[config.mk]
export PLATFORM = sky130hd
export DESIGN_NAME = pc_trap_cmp
export DESIGN_NICKNAME = d
export VERILOG_FILES = /design/src/rtl/pc_cmp_pkg.sv /design/src/rtl/pc_cmp_thread.sv /design/src/rtl/pc_trap_cmp.sv
export SDC_FILE = /design/constraint.sdc
export NUM_CORES = 1
export LEC_CHECK = 0
export CAP_MARGIN = 10
export CORE_MARGIN = 1
export CORE_UTILIZATION = 30
export CTS_CLUSTER_DIAMETER = 80
export DETAILED_ROUTE_END_ITERATION = 6
export GPL_TIMING_DRIVEN = 1
export HOLD_SLACK_MARGIN = 0.1
export PLACE_DENSITY = 0.6
export SYNTH_ARGS = -nofsm -noshare
export SYNTH_HDL_FRONTEND = slang
export SYNTH_SLANG_ARGS = --single-unit
[constraint.sdc]
create_clock -name clk -period 3.9 [get_ports clk]
set_clock_uncertainty 0.1 [all_clocks]
set_input_delay 0.39 -clock clk [delete_from_list [all_inputs] [get_ports clk]]
set_output_delay 0.39 -clock clk [all_outputs]
set_load 0.02 [all_outputs]
[src/rtl/pc_cmp_pkg.sv]
// Package for the trap checker.
// Holds the fail-code width and values, plus helpers that size the thread
// index and the watchdog counter from the block parameters.
package pc_cmp_pkg;

    localparam int FAIL_CODE_W = 2;

    localparam logic [FAIL_CODE_W-1:0] FAIL_NONE       = 2'd0;
    localparam logic [FAIL_CODE_W-1:0] FAIL_BAD_TRAP   = 2'd1;
    localparam logic [FAIL_CODE_W-1:0] FAIL_TIMEOUT    = 2'd2;
    localparam logic [FAIL_CODE_W-1:0] FAIL_BAD_THREAD = 2'd3;

    // Width of a thread index; a single-thread build still carries one bit.
    function automatic int idx_width(input int n);
        return (n > 1) ? $clog2(n) : 1;
    endfunction

    // Width needed to hold 0..t; a disabled watchdog (t == 0) keeps one bit.
    function automatic int cnt_width(input int t);
        return (t > 0) ? $clog2(t + 1) : 1;
    endfunction

endpackage

[src/rtl/pc_cmp_thread.sv]
// Per-thread PC comparator.
// Compares one thread's retired PC against the good/bad trap addresses.
// Ports:
//   vld            - thread retired this cycle (already gated by done)
//   pc             - retired PC
//   en             - thread is expected to run
//   good_trap_addr - good-trap PC
//   bad_trap_addr  - bad-trap PC
//   good_hit       - enabled thread retired the good-trap PC (and it is not also the bad PC)
//   bad_hit        - enabled thread retired the bad-trap PC
//   dis_hit        - a disabled thread retired anything
module pc_cmp_thread
    import pc_cmp_pkg::*;
#(
    parameter int PC_W = 48
) (
    input  logic            vld,
    input  logic [PC_W-1:0] pc,
    input  logic            en,
    input  logic [PC_W-1:0] good_trap_addr,
    input  logic [PC_W-1:0] bad_trap_addr,
    output logic            good_hit,
    output logic            bad_hit,
    output logic            dis_hit
);

    logic is_good_s;
    logic is_bad_s;

    assign is_good_s = (pc == good_trap_addr);
    assign is_bad_s  = (pc == bad_trap_addr);

    // Bad wins when both trap addresses are programmed to the same PC.
    assign bad_hit  = vld & en & is_bad_s;
    assign good_hit = vld & en & is_good_s & ~is_bad_s;
    assign dis_hit  = vld & ~en;

endmodule

[src/rtl/pc_trap_cmp.sv]
// Trap checker top level.
// Watches every thread's retired PC, keeps sticky good-trap flags, runs a
// no-retire watchdog and declares pass/fail. All outputs are registered and
// freeze once done is set, until reset.
// Ports:
//   clk, rst_l     - clock and asynchronous active-low reset
//   good_trap_addr - good-trap PC (quasi-static)
//   bad_trap_addr  - bad-trap PC (quasi-static)
//   thread_en      - mask of threads expected to run (quasi-static)
//   retire_vld     - per-thread retire strobe
//   retire_pc      - packed per-thread PCs, thread i at [i*PC_W +: PC_W]
//   good_mask      - sticky per-thread good-trap flags
//   pass, fail     - verdict; done = pass | fail
//   fail_code      - 0 none, 1 bad trap, 2 timeout, 3 disabled-thread retire
//   fail_thread    - thread that caused the fail (0 for timeout)
module pc_trap_cmp
    import pc_cmp_pkg::*;
#(
    parameter int NUM_THREADS = 4,
    parameter int PC_W        = 48,
    parameter int TIMEOUT     = 100000
) (
    input  logic                          clk,
    input  logic                          rst_l,
    input  logic [PC_W-1:0]               good_trap_addr,
    input  logic [PC_W-1:0]               bad_trap_addr,
    input  logic [NUM_THREADS-1:0]        thread_en,
    input  logic [NUM_THREADS-1:0]        retire_vld,
    input  logic [NUM_THREADS*PC_W-1:0]   retire_pc,
    output logic [NUM_THREADS-1:0]        good_mask,
    output logic                          pass,
    output logic                          fail,
    output logic                          done,
    output logic [FAIL_CODE_W-1:0]        fail_code,
    output logic [idx_width(NUM_THREADS)-1:0] fail_thread
);

    localparam int TW = idx_width(NUM_THREADS);
    localparam int CW = cnt_width(TIMEOUT);
    localparam logic [CW-1:0] TIMEOUT_C = CW'(TIMEOUT);

    logic [NUM_THREADS-1:0] good_mask_r;
    logic                   pass_r;
    logic                   fail_r;
    logic                   done_r;
    logic [FAIL_CODE_W-1:0] fail_code_r;
    logic [TW-1:0]          fail_thread_r;
    logic [CW-1:0]          wd_cnt_r;

    logic [NUM_THREADS-1:0] act_vld_s;
    logic [NUM_THREADS-1:0] good_hit_s;
    logic [NUM_THREADS-1:0] bad_hit_s;
    logic [NUM_THREADS-1:0] dis_hit_s;

    logic                   bad_any_s;
    logic                   dis_any_s;
    logic [TW-1:0]          bad_idx_s;
    logic [TW-1:0]          dis_idx_s;

    logic [CW-1:0]          wd_next_s;
    logic                   timeout_s;

    logic [NUM_THREADS-1:0] gm_next_s;
    logic                   fail_evt_s;
    logic                   pass_evt_s;
    logic [FAIL_CODE_W-1:0] fail_code_s;
    logic [TW-1:0]          fail_thread_s;

    // Once done, no retirement counts as activity.
    assign act_vld_s = retire_vld & {NUM_THREADS{~done_r}};

    for (genvar g = 0; g < NUM_THREADS; g++) begin : g_thr
        pc_cmp_thread #(
            .PC_W (PC_W)
        ) u_thr (
            .vld            (act_vld_s[g]),
            .pc             (retire_pc[g*PC_W +: PC_W]),
            .en             (thread_en[g]),
            .good_trap_addr (good_trap_addr),
            .bad_trap_addr  (bad_trap_addr),
            .good_hit       (good_hit_s[g]),
            .bad_hit        (bad_hit_s[g]),
            .dis_hit        (dis_hit_s[g])
        );
    end

    // Lowest-index encoders: scanning downward lets the lowest hit overwrite.
    always_comb begin
        bad_idx_s = '0;
        dis_idx_s = '0;
        for (int i = NUM_THREADS - 1; i >= 0; i--) begin
            bad_idx_s = bad_hit_s[i] ? TW'(i) : bad_idx_s;
            dis_idx_s = dis_hit_s[i] ? TW'(i) : dis_idx_s;
        end
    end

    assign bad_any_s = |bad_hit_s;
    assign dis_any_s = |dis_hit_s;

    // Watchdog next value: clear on any retirement, else count up, saturating.
    always_comb begin
        wd_next_s = wd_cnt_r;
        timeout_s = 1'b0;
        if (TIMEOUT == 0) begin
            wd_next_s = '0;
            timeout_s = 1'b0;
        end else if (|retire_vld) begin
            wd_next_s = '0;
            timeout_s = 1'b0;
        end else if (wd_cnt_r == TIMEOUT_C) begin
            wd_next_s = wd_cnt_r;
            timeout_s = 1'b1;
        end else begin
            wd_next_s = wd_cnt_r + CW'(1);
            timeout_s = (wd_next_s == TIMEOUT_C);
        end
    end

    // Verdict for this cycle: fail priority bad > disabled > timeout, fail beats pass.
    always_comb begin
        gm_next_s     = good_mask_r | good_hit_s;
        fail_evt_s    = bad_any_s | dis_any_s | timeout_s;
        fail_code_s   = FAIL_NONE;
        fail_thread_s = '0;
        if (bad_any_s) begin
            fail_code_s   = FAIL_BAD_TRAP;
            fail_thread_s = bad_idx_s;
        end else if (dis_any_s) begin
            fail_code_s   = FAIL_BAD_THREAD;
            fail_thread_s = dis_idx_s;
        end else if (timeout_s) begin
            fail_code_s   = FAIL_TIMEOUT;
            fail_thread_s = '0;
        end else begin
            fail_code_s   = FAIL_NONE;
            fail_thread_s = '0;
        end
        pass_evt_s = ~fail_evt_s & (|thread_en) &
                     ((gm_next_s & thread_en) == thread_en);
    end

    // State update; everything holds once a verdict has been reached.
    always_ff @(posedge clk or negedge rst_l) begin
        if (!rst_l) begin
            good_mask_r   <= '0;
            pass_r        <= 1'b0;
            fail_r        <= 1'b0;
            done_r        <= 1'b0;
            fail_code_r   <= FAIL_NONE;
            fail_thread_r <= '0;
            wd_cnt_r      <= '0;
        end else if (!done_r) begin
            good_mask_r   <= gm_next_s;
            pass_r        <= pass_evt_s;
            fail_r        <= fail_evt_s;
            done_r        <= pass_evt_s | fail_evt_s;
            fail_code_r   <= fail_code_s;
            fail_thread_r <= fail_thread_s;
            wd_cnt_r      <= wd_next_s;
        end
    end

    assign good_mask   = good_mask_r;
    assign pass        = pass_r;
    assign fail        = fail_r;
    assign done        = done_r;
    assign fail_code   = fail_code_r;
    assign fail_thread = fail_thread_r;

endmodule

==> results.md <==
- The transition time at the pin with the least slew margin is 0.673 ns.
- The floorplan has 52 rows.
- Setup repair after global routing left no endpoint under its margin.
- The number of buffers inserted during clock tree synthesis is 3.
- The register clock-pin slew on the reported worst setup and hold paths is 0.07 ns.
- The filler cells instantiated in the layout total 2056.
- The endpoint of the lowest-slack register-to-register path is pass$_DFFE_PN0N_.
- The detailed-route wire length per cell is 27.0 microns.
- The final estimated routing congestion in global placement is 1.03.
- In the final design database the tool counted 1340 nets.
- In the synthesized netlist, mux cells make up 0.483% of the area.
- In this run the worst path has a maximum fanout of 4.
- The tightest min-delay check is of the in2async type.
- The synthesized area is 6220 sq um.
- From bottom edge to top edge, the die measures 146 microns.
- The number of I/O port buffers is 308.
- The slowest cell on the critical path is sky130_fd_sc_hd__or4_1.
- The starting density of the core is 30.7%.
- The CTS tree is yes.
- The compound-gate portion of the synthesized area is 7.66%.
- The post-synthesis share of cell area spent on and, or, nand and nor gates is 21.5%.
- Counting buffers and inverters, the worst setup path is 8 cells deep.
- Synthesis produced a netlist with a net count of 1078.
- The first TritonRoute pass finished after 5 iterations.
- After Yosys synthesis, XOR and XNOR cells account for 54.2% of the synthesized area.
- The part of the Yosys area used for sequential elements is 11.3%.
- The total track usage is 32.1%.
- Clock latency on the worst-skew pair, taken at its later pin, is 0.27 ns.
- The worst register-to-register path begins at done$_DFF_PN0_.
- The number of max-slew violations in the final report was 0.
- Setup violations remaining at the end of the flow were counted as 0.
- In this run, the number of DRC markers left after iteration 0 of detailed routing was 532.
- From left edge to right edge, the die measures 146 microns.
- The max-cap violation count is 0.
- For the final routed database, the setup TNS stands at 0 ns.
- The longest clock path from root to sink contains 2 buffers.
- The via count of the first global-routing pass is 7334.
- The post-CTS setup repair buffer count is 0.
- After detailed routing, the number of vias per cell comes to 5.36.
- The required time of the worst setup path is 3.94 ns.
- Pin placement for this block handled 309 I/O pins.
- Of the total synthesized cell area, the portion taken by full adders, half adders and majority gates is 0.402%.
- STA classifies the critical path endpoint as a register.
- The final critical-path setup slack is 0.836 ns.
- For this design the static power due to leakage is 3.30 nW.
- Buffers inserted to repair hold after CTS numbered 0.
- On the worst path, the slowest cell contributes a delay of 0.63 ns.
- The total number of vias is 7019.
- The routed design could run at a clock period as short as 3.06 ns.
- The combined area of the multi-input logic cells is 5240 sq um.
- The die covers 21300 sq um.
- Headroom to the max-slew limit came out at 54.7%.
- Based on the critical path, the design can be clocked at up to 326 MHz.
- The total clock sinks is 28.
- Walking the worst path, the cells encountered are clkdlybuf4s50_1 -> xor2_1 -> nor4_1 -> nand4_1 -> or4_1 -> a21oi_2 -> or2_2 -> o31ai_1.
- The synthesized flop and latch total is 28.
- Measured on the finished design, the core utilization comes to 47.0%.
- At the placement stage, the worst setup path has a slack of 0.601 ns.
- After synthesis, the share of flip-flops with an asynchronous set or reset is 100%.
- The area growth from synthesis to layout is 53.2%.
- The depth of the worst register-to-register path is 8.
- The initial antenna violation count is 2.
- The final wirelength is 35.3 mm.
- The placed instance count is 1305.
- The total DRC errors in the routed layout is 0.
- The register cell area after layout is 701 sq um.
- Synthesis produced a netlist whose cell count is 778.
- The launching instance or port of the critical path is bad_trap_addr[5].
- For the worst setup path, the data arrival time is 3.11 ns.
- The dominant combinational cell family by area after synthesis is XOR/XNOR gates.
- Together, buffers and inverters on the worst path number 1.
- The ratio of final minimum period to clock period is 78.6%.
- The power per cell area is 175 nW/um^2.
- The first global-routing pass estimated 48.9 mm of wire.
- The final hold violation count is 0.
- The average instance in the mapped netlist occupies 8.00 sq um.
- The cell sitting at the root of the clock tree is a sky130_fd_sc_hd__clkbuf_16.
- Yosys printed 0 warnings.
- The main flop type after synthesis is sky130_fd_sc_hd__dfrtp_1.
- Cells with a size suffix above 1 make up 1.93% of the layout.
- The number of gates given a new drive strength after cts is 0.
- The run finished with clean final reports.
- Yosys mapped a number of flops with a built-in enable equal to 0.
- The netlist uses 54 different library cells.
- The flop-to-flop setup slack is 1.20 ns.
- The category of the critical setup timing path is in2reg.
- In this run the remaining antenna-violating nets after routing total 0.
- The total overflow reported by the global router is 0.
- After legalization and detailed placement, the total HPWL measured 32.0 mm.
- The core footprint is 20300 sq um.
- The largest vdd supply drop is 0.000129 V.
- The kind of start point of the critical path is an input port.
- The critical path's top delay family is simple AND/OR/NAND/NOR gates.
- Entering global routing, the biggest net connects 29 pins.
- CTS built an H-tree with a depth of 1.
- Leaving out filler cells and counting taps, the final layout contains 1310.
==> metrics by stage <==
stage / hold WS [ns] / area, sq um / power, mW
2_1_floorplan: -0.00559 / 6220 / 0.760
3_3_place_gp: 0.370 / 9450 / 1.42
3_5_place_dp: 0.384 / 9450 / 1.42
4_1_cts: 0.400 / 9530 / 1.66
5_1_grt: 0.434 / 9530 / 1.73
6_report: 0.400 / 9530 / 1.67
==> registers in the layout (all words and copies together), names as in the netlist <==
signal,flops
fail_code,2
good_mask,4
fail_thread,2
done,1
fail,1
wd_cnt_r,17
pass,1
==> synthesized netlist by cell type (2+ instances only) <==
library cell	count	area share [%]
sky130_fd_sc_hd__o41ai_1	2	0.28
sky130_fd_sc_hd__o21ai_0	11	0.88
sky130_fd_sc_hd__o21a_1	2	0.24
sky130_fd_sc_hd__and2_1	2	0.20
sky130_fd_sc_hd__buf_2	6	0.48
sky130_fd_sc_hd__nand3_1	14	1.1
sky130_fd_sc_hd__or4_1	5	0.60
sky130_fd_sc_hd__nor2_1	19	1.1
sky130_fd_sc_hd__nor4_1	65	6.5
sky130_fd_sc_hd__mux2i_1	3	0.48
sky130_fd_sc_hd__ha_1	2	0.40
sky130_fd_sc_hd__a21oi_2	3	0.42
sky130_fd_sc_hd__o21ai_1	12	0.97
sky130_fd_sc_hd__a21oi_1	5	0.40
sky130_fd_sc_hd__o31ai_1	13	1.6
sky130_fd_sc_hd__and4_1	3	0.42
sky130_fd_sc_hd__xor2_1	215	30
sky130_fd_sc_hd__buf_1	2	0.12
sky130_fd_sc_hd__buf_6	2	0.36
sky130_fd_sc_hd__a41oi_1	2	0.28
sky130_fd_sc_hd__nor2b_1	7	0.70
sky130_fd_sc_hd__nand4_1	58	5.8
sky130_fd_sc_hd__or3_1	2	0.20
sky130_fd_sc_hd__nand2_1	20	1.2
sky130_fd_sc_hd__xnor2_1	170	24
sky130_fd_sc_hd__nor3_1	14	1.1
sky130_fd_sc_hd__o21bai_1	3	0.36
sky130_fd_sc_hd__dfrtp_1	28	11
sky130_fd_sc_hd__clkbuf_1	47	2.8
sky130_fd_sc_hd__a31oi_1	5	0.50
sky130_fd_sc_hd__inv_1	9	0.54
sky130_fd_sc_hd__nand2b_1	5	0.50
==> layout make-up <==
| cell class | instances | share of cell area [%] |
|---|---|---|
| Tap cell | 270 | 3.54 |
| Timing Repair Buffer | 315 | 32.9 |
| Multi-Input combinational cell | 683 | 55.0 |
| Antenna cell | 2 | 0.0525 |
| Clock buffer | 3 | 0.788 |
| Sequential cell | 28 | 7.35 |
| Inverter | 9 | 0.354 |
==> report_power, final <==
part	internal, mW	switching [mW]
registers	0.314	0.0211
clock network	0.137	0.103
logic	0.538	0.559
total	0.988	0.683
==> layout by cell type (no fill, tap or decap), drive strengths merged, types with 2 or more instances in the layout <==
cell type,instances
o21bai,3
nand2b,5
nand4,59
clkbuf,3
nor3b,2
nor3,14
o21ai,23
o2111ai,2
a31oi,5
nor4,66
a41oi,2
xnor2,170
diode,2
o21a,2
mux2i,3
nor2b,7
buf,7
nand2,20
nand3,14
dfrtp,28
o41ai,2
and4,3
inv,9
or4,5
ha,2
xor2,215
or3,2
nor2,19
and2,2
o31ai,13
or2,2
clkdlybuf4s50,308
a21oi,8
==> cell families (layout without fill, tap and decap cells) <==
family,after synthesis,after routing
muxes,3,3
DFF,28,28
other,0,2
xor gates and xnor gates,385,385
AOI/OAI and AO/OA,68,68
buffers and inverters,67,327
and+or+nand+nor,225,225
adders and majority gates,2,2
==> layer usage <==
| layer | global-route usage, % | wire [microns] |
|---|---|---|
| met1 | 37.2 | 13800 |
| met4 | 14.7 | 1840 |
| met2 | 56.7 | 17000 |
| met5 | 0 | 0 |
| met3 | 6.38 | 2650 |
==> worst max-delay path by stage <==
stage / to / slack (ns)
2_1_floorplan: pass$_DFFE_PN0N_ / 1.68
3_3_place_gp: pass$_DFFE_PN0N_ / 0.64
3_5_place_dp: pass$_DFFE_PN0N_ / 0.60
4_1_cts: pass$_DFFE_PN0N_ / 0.87
5_1_grt: pass$_DFFE_PN0N_ / 0.70
6_report: pass$_DFFE_PN0N_ / 0.84
==> worst register-to-register path: cells and delay by family (launching register included) <==
kind,cells,cell delay (ns)
AND/OR/NAND/NOR,4,1.31
buffers and inverters,1,0.20
AO/OA/AOI/OAI,3,0.63
flip-flops,1,0.36
(Power assumes the default switching activity.)
